### src/rtl/regfile_wb_sequencer_pkg.sv
// Shared encodings for the register-file writeback sequencer.
// Holds the beat FSM state encoding, the PC register index and the grant encoding.
// Pure declarations; no logic.
package regfile_wb_sequencer_pkg;

   // Register index that aliases the program counter; never stored in the file.
   localparam int unsigned PC_ADDR = 15;

   // Beat sequencer states.
   typedef enum logic [1:0] {
      IDLE  = 2'd0,
      WR_LO = 2'd1,
      WR_HI = 2'd2
   } state_e;

   // Identity of the requester that won the most recent handshake.
   typedef enum logic {
      GRANT_A = 1'b0,
      GRANT_B = 1'b1
   } grant_e;

endpackage : regfile_wb_sequencer_pkg

### src/rtl/regfile_wb_sequencer_rr_arb2.sv
// Two-requester round-robin arbiter for the register-file write slot.
// Zero-cycle: readies are combinational from free_i, the valids and last grant.
// Both readies are 0 while free_i is low; a tie goes to the requester that did not win last.
module rr_arb2
   import regfile_wb_sequencer_pkg::*;
(
   input  logic clk,
   input  logic reset_n,
   input  logic free_i,
   input  logic a_vld_i,
   input  logic b_vld_i,
   output logic a_rdy_o,
   output logic b_rdy_o
);

   grant_e last_grant_q;
   grant_e last_grant_d;

   // Ready selection: single requester wins outright, ties and the idle
   // case both point at the requester that was not granted last.
   always_comb begin
      a_rdy_o = 1'b0;
      b_rdy_o = 1'b0;
      if (free_i) begin
         if (a_vld_i && !b_vld_i) begin
            a_rdy_o = 1'b1;
         end else if (b_vld_i && !a_vld_i) begin
            b_rdy_o = 1'b1;
         end else begin
            a_rdy_o = (last_grant_q == GRANT_B);
            b_rdy_o = (last_grant_q == GRANT_A);
         end
      end
   end

   // Next grant history: only an actual handshake moves it.
   always_comb begin
      last_grant_d = last_grant_q;
      if (a_vld_i && a_rdy_o) begin
         last_grant_d = GRANT_A;
      end else if (b_vld_i && b_rdy_o) begin
         last_grant_d = GRANT_B;
      end
   end

   // Grant history register; reset to B so that A wins the first tie.
   always_ff @(posedge clk) begin
      if (!reset_n) begin
         last_grant_q <= GRANT_B;
      end else begin
         last_grant_q <= last_grant_d;
      end
   end

endmodule : rr_arb2

### src/rtl/regfile_wb_sequencer.sv
// Shares the single register-file write port between the main FSM (A) and the multiplier (B).
// Latency: handshake in cycle N writes on the edge ending cycle N+1; 64-bit results take two beats.
// Backpressure: both readies drop during the low beat of a 64-bit result and while reset_n is low.
module regfile_wb_sequencer #(
   parameter int unsigned DATA_W  = 32,
   parameter int unsigned ADDR_W  = 4,
   parameter int unsigned PC_ADDR = regfile_wb_sequencer_pkg::PC_ADDR
) (
   input  logic              clk,
   input  logic              reset_n,
   input  logic              a_valid,
   output logic              a_ready,
   input  logic [ADDR_W-1:0] a_rd,
   input  logic [DATA_W-1:0] a_wd,
   input  logic              b_valid,
   output logic              b_ready,
   input  logic              b_long,
   input  logic [ADDR_W-1:0] b_rd_lo,
   input  logic [ADDR_W-1:0] b_rd_hi,
   input  logic [DATA_W-1:0] b_lo,
   input  logic [DATA_W-1:0] b_hi,
   output logic              we3,
   output logic              Src_64b,
   output logic [ADDR_W-1:0] wa3_32,
   output logic [DATA_W-1:0] wd3_32,
   output logic [ADDR_W-1:0] wa3_64,
   output logic [DATA_W-1:0] wd3_64,
   output logic              pc_we,
   output logic [DATA_W-1:0] pc_wd,
   output logic              busy
);

   import regfile_wb_sequencer_pkg::*;

   localparam logic [ADDR_W-1:0] PC_IDX = ADDR_W'(PC_ADDR);

   state_e            state_q, state_d;
   logic              cur_long_q, cur_long_d;
   logic [ADDR_W-1:0] rd_lo_q, rd_lo_d;
   logic [ADDR_W-1:0] rd_hi_q, rd_hi_d;
   logic [DATA_W-1:0] lo_q, lo_d;
   logic [DATA_W-1:0] hi_q, hi_d;

   logic              free;
   logic              a_hs;
   logic              b_hs;
   logic              beat_act;
   logic [ADDR_W-1:0] beat_addr;
   logic [DATA_W-1:0] beat_data;

   // Slot is open unless the low beat of a 64-bit result is on the port;
   // holding it closed during reset keeps every output quiet.
   always_comb begin
      free = reset_n &&
             ((state_q == IDLE) ||
              (state_q == WR_LO && !cur_long_q) ||
              (state_q == WR_HI));
   end

   rr_arb2 u_arb (
      .clk     (clk),
      .reset_n (reset_n),
      .free_i  (free),
      .a_vld_i (a_valid),
      .b_vld_i (b_valid),
      .a_rdy_o (a_ready),
      .b_rdy_o (b_ready)
   );

   assign a_hs = a_valid && a_ready;
   assign b_hs = b_valid && b_ready;

   // Next-state and capture: a pending high beat always goes next,
   // otherwise a handshake loads a new request and anything else idles.
   always_comb begin
      state_d    = state_q;
      cur_long_d = cur_long_q;
      rd_lo_d    = rd_lo_q;
      rd_hi_d    = rd_hi_q;
      lo_d       = lo_q;
      hi_d       = hi_q;
      if (state_q == WR_LO && cur_long_q) begin
         state_d = WR_HI;
      end else if (a_hs) begin
         state_d    = WR_LO;
         cur_long_d = 1'b0;
         rd_lo_d    = a_rd;
         lo_d       = a_wd;
      end else if (b_hs) begin
         state_d    = WR_LO;
         cur_long_d = b_long;
         rd_lo_d    = b_rd_lo;
         lo_d       = b_lo;
         if (b_long) begin
            rd_hi_d = b_rd_hi;
            hi_d    = b_hi;
         end
      end else begin
         state_d = IDLE;
      end
   end

   // State and capture registers; reset drops any pending beat.
   always_ff @(posedge clk) begin
      if (!reset_n) begin
         state_q    <= IDLE;
         cur_long_q <= 1'b0;
         rd_lo_q    <= '0;
         rd_hi_q    <= '0;
         lo_q       <= '0;
         hi_q       <= '0;
      end else begin
         state_q    <= state_d;
         cur_long_q <= cur_long_d;
         rd_lo_q    <= rd_lo_d;
         rd_hi_q    <= rd_hi_d;
         lo_q       <= lo_d;
         hi_q       <= hi_d;
      end
   end

   // Beat decode: pick the active beat's address/data and steer PC writes
   // to the strobe instead of the register file.
   always_comb begin
      beat_act  = 1'b0;
      beat_addr = rd_lo_q;
      beat_data = lo_q;
      Src_64b   = 1'b0;
      case (state_q)
         WR_LO: begin
            beat_act = 1'b1;
         end
         WR_HI: begin
            beat_act  = 1'b1;
            beat_addr = rd_hi_q;
            beat_data = hi_q;
            Src_64b   = 1'b1;
         end
         default: begin
            beat_act = 1'b0;
         end
      endcase
      we3   = beat_act && (beat_addr != PC_IDX);
      pc_we = beat_act && (beat_addr == PC_IDX);
      pc_wd = beat_data;
      busy  = (state_q != IDLE);
   end

   assign wa3_32 = rd_lo_q;
   assign wd3_32 = lo_q;
   assign wa3_64 = rd_hi_q;
   assign wd3_64 = hi_q;

endmodule : regfile_wb_sequencer
### config.mk
export PLATFORM = sky130hd
export DESIGN_NAME = regfile_wb_sequencer
export DESIGN_NICKNAME = d
export VERILOG_FILES = /design/src/rtl/regfile_wb_sequencer_pkg.sv /design/src/rtl/regfile_wb_sequencer_rr_arb2.sv /design/src/rtl/regfile_wb_sequencer.sv
export SDC_FILE = /design/constraint.sdc
export NUM_CORES = 1
export LEC_CHECK = 0
export ABC_AREA = 0
export BUFFER_PORTS_ARGS = -buffer_cell sky130_fd_sc_hd__buf_2
export CORE_AREA = 2 2 96 98
export CTS_CLUSTER_SIZE = 40
export DETAILED_ROUTE_END_ITERATION = 10
export DIE_AREA = 0 0 98 100
export GPL_TIMING_DRIVEN = 0
export HOLD_SLACK_MARGIN = 0.1
export PLACE_DENSITY = 0.78
export SLEW_MARGIN = 15
export SYNTH_ARGS = -nofsm -noshare
export SYNTH_HDL_FRONTEND = slang
export SYNTH_SLANG_ARGS = --single-unit
export TNS_END_PERCENT = 10
### constraint.sdc
create_clock -name clk -period 2.28 [get_ports clk]
set_input_delay 0.342 -clock clk [delete_from_list [all_inputs] [get_ports clk]]
set_output_delay 0.342 -clock clk [all_outputs]
set_load 0.03 [all_outputs]
==> metrics <==
leftover overflow at the end of global routing 0; Worst Hold Class input port to flop; final number of max-transition violations 0; combinational fraction of design power 0.290; width of the chip 98 µm; clock tree from TritonCTS yes; setup repair after global routing missed its margin no; Synth Area per Inst 9.45 µm²; CTS H-tree lvls 3; Finished Layout Cells 745; largest clock skew in the final design 0.0111 ns; area of the core 0.00889 mm²; Synth Net Count 511; most used flip-flop cell after synthesis sky130_fd_sc_hd__dfxtp_1; weighted congestion at the end of routability-driven global placement 0.785; WP data arrival 1.82 ns; standby leakage power 2.60 nW; number of rows created at floorplan 35; # nets final 746; internal power 2.46 mW; worst setup timing slack at the placement stage 0.0565 ns; number of buffer and inverter stages on the critical path 4; number of global-route vias before repair 3796; CTS Hold Bufs 0; routed wire length on met3 885 µm; clk_lat worst skew 0.34 ns; # diodes 0; first-pass GRT wire length 18.4 mm; Worst slew margin 0.488; required time of the worst setup path 1.94 ns; number of antenna violations at the first check in global routing 0; number of flops mapped to enable cells by yosys 0; GRT Overall Usage 0.234; post-CTS clock slew at the launch and capture registers of the worst setup and hold paths 0.08 ns; DRT met1 WL 4.92 mm; CTS Sinks 76; number of design-rule violations left by the first detailed-router iteration 123; DRC violation count after routing 0; share of total power in the clock network 0.303; outcome finished, final reports clean; Min Hold Slack 0.214 ns; Period Utilization, post-route 0.947; post-synthesis cell type with the largest combined area sky130_fd_sc_hd__dfxtp_1; area fraction of the dominant cell type after synthesis 0.408; sequential fraction of the synthesis area 0.408; setup TNS 0 ns; upper clock frequency limit 463 MHz; sort of element at the start of the critical path flop; final instance area 0.00527 mm²; Seq cells post-synth 76; Post-DP HPWL 9.00 mm; summed instance area of the synthesized netlist 0.00373 mm²; ys async rst share 0; crit path max fanout 10; Design Power 3.75 mW; first-pass iteration count of the detailed router 4; kind of capture point of the worst setup path primary output; final routed wire length divided by cell count 16.2 µm; count of boundary I/O pins 223; Placed Instance Area 0.00498 mm²; detail-routed via count per cell 5.32; vertical die dimension 100 µm; worst setup path class flop to primary output; cell chain of the critical path inv_2, ha_4, buf_8, buf_4, mux2_2, buf_2; buffer depth of the longest clock path 2; count of cell types in the netlist 29; Net Sw Power 1.29 mW; master cell of the clock root buffer sky130_fd_sc_hd__clkbuf_8; DR vias 3960; slew at the pin closest to its max-slew limit 0.763 ns; wire length on met2 6.08 mm; count of max-cap constraint violations 0; hold violation count in the final report 0; area of the die 0.00980 mm²; sequential group share of total power 0.407; clock buffer count from CTS 9; Synthesis Warnings 0; number of port buffers 222; most frequent cells after synthesis sky130_fd_sc_hd__dfxtp_1 (76), sky130_fd_sc_hd__nand2_1 (38), sky130_fd_sc_hd__mux2i_1 (37), sky130_fd_sc_hd__o21ai_1 (37); initial core utilization 0.420; antenna viol nets, final 0; cell with the most instances after synthesis sky130_fd_sc_hd__dfxtp_1; largest net degree at the start of global routing 13; Worst Setup Slack, final 0.121 ns; peak ir drop on the vdd network 0.286 mV; setup-violating endpoint count in the final report 0; Area Growth Syn to Fin 41.2%; slowest cell on the critical path sky130_fd_sc_hd__mux2_2; uppermost metal layer occupied by signal nets met4; delay contributed by the slowest stage of the critical path 0.37 ns; largest cells by area after synthesis sky130_fd_sc_hd__dfxtp_1 (41%), sky130_fd_sc_hd__mux2i_1 (9.9%), sky130_fd_sc_hd__mux2_2 (9.7%), sky130_fd_sc_hd__o211ai_1 (7.2%), sky130_fd_sc_hd__o21ai_2 (7.0%); share of final-layout standard cells stronger than drive strength 1 0.527; Placed Instances 728; switching share of total power 0.343; dominant delay contributor by cell family on the critical path buffers and inverters; instance count of the mapped netlist 395; share of the core filled with cells 0.593; final routed wirelength across all metal layers 12.1 mm; fin crit period 2.16 ns; power density normalized to cell area 712 mW/mm²
-- final timing paths --
check	cells after the start	slack, ns	endpoint	startpoint
max	6	0.12	pc_wd[24]	state_q[0]$_SDFF_PP0_
min	3	0.21	wd3_64[17]$_SDFFE_PN0P_	b_hi[17]
max reg2reg	9	0.35	wd3_32[14]$_SDFFE_PN0P_	state_q[0]$_SDFF_PP0_
min reg2reg	2	0.48	wd3_64[16]$_SDFFE_PN0P_	wd3_64[16]$_SDFFE_PN0P_
-- flip-flops by register name (all words and copies together), names as in the netlist --
signal and cells:
wa3_64 4, wd3_32 32, wd3_64 32, state_q 2
cur_long_q 1, wa3_32 4, u_arb.last_grant_q 1
-- area by class of cell --
class	instances	area (µm²)
Tap cell	111	139
Timing Repair Buffer	226	1150
Sequential cell	76	1520
Clock buffer	11	141
Buffer	37	238
Multi-Input combinational cell	274	1980
Inverter	6	22.5
Clock inverter	4	73.8
Fill cell	812	3620
-- power groups by stage --
stage,combinational [mW],sequential (mW),clock (mW)
6_report,1.09,1.53,1.14
5_1_grt,1.15,1.54,1.22
4_1_cts,1.09,1.52,1.16
3_5_place_dp,1.07,1.55,0
3_3_place_gp,1.06,1.55,0
2_1_floorplan,0.510,1.74,0
-- cell families after synthesis --
| kind of cell | Yosys count | synth area share |
|---|---|---|
| AND/OR/NAND/NOR | 86 | 0.107 |
| multiplexers | 69 | 0.196 |
| flip-flops | 76 | 0.408 |
| AO/OA/AOI/OAI | 115 | 0.211 |
| adder cells (fa/ha/maj) | 4 | 0.0127 |
| buffers and inverters | 45 | 0.0660 |
-- metal layers --
layer | track usage | vias to the layer above
met5 | 0 | -
met4 | 0.0962 | 0
met3 | 0.0592 | 16
met2 | 0.413 | 175
met1 | 0.273 | 1866
li1 | - | 1903
-- tightest hold or removal path: stages --
cell and delay, ns:
sky130_fd_sc_hd__buf_2 0.08, sky130_fd_sc_hd__nand3_1 0.07, sky130_fd_sc_hd__o21ai_2 0.05
-- layout by cell type (no fill, tap or decap), types with 7 or more instances in the layout --
| cell | instances |
|---|---|
| sky130_fd_sc_hd__buf_2 | 228 |
| sky130_fd_sc_hd__buf_4 | 11 |
| sky130_fd_sc_hd__buf_6 | 7 |
| sky130_fd_sc_hd__clkbuf_1 | 12 |
| sky130_fd_sc_hd__clkbuf_8 | 10 |
| sky130_fd_sc_hd__dfxtp_1 | 74 |
| sky130_fd_sc_hd__mux2_2 | 32 |
| sky130_fd_sc_hd__mux2i_1 | 37 |
| sky130_fd_sc_hd__nand2_1 | 38 |
| sky130_fd_sc_hd__nand3_1 | 36 |
| sky130_fd_sc_hd__o211ai_1 | 36 |
| sky130_fd_sc_hd__o21ai_0 | 8 |
| sky130_fd_sc_hd__o21ai_1 | 37 |
| sky130_fd_sc_hd__o21ai_2 | 30 |
-- repair_timing --
action / 4_1_cts / 5_1_grt
hold endpoints to repair: 0 / 0
pin swaps: 1 / 2
setup buffers: 2 / 2
endpoints found under the setup margin: 32 / 32
resized for setup: 9 / 11
(Power assumes the default switching activity.)
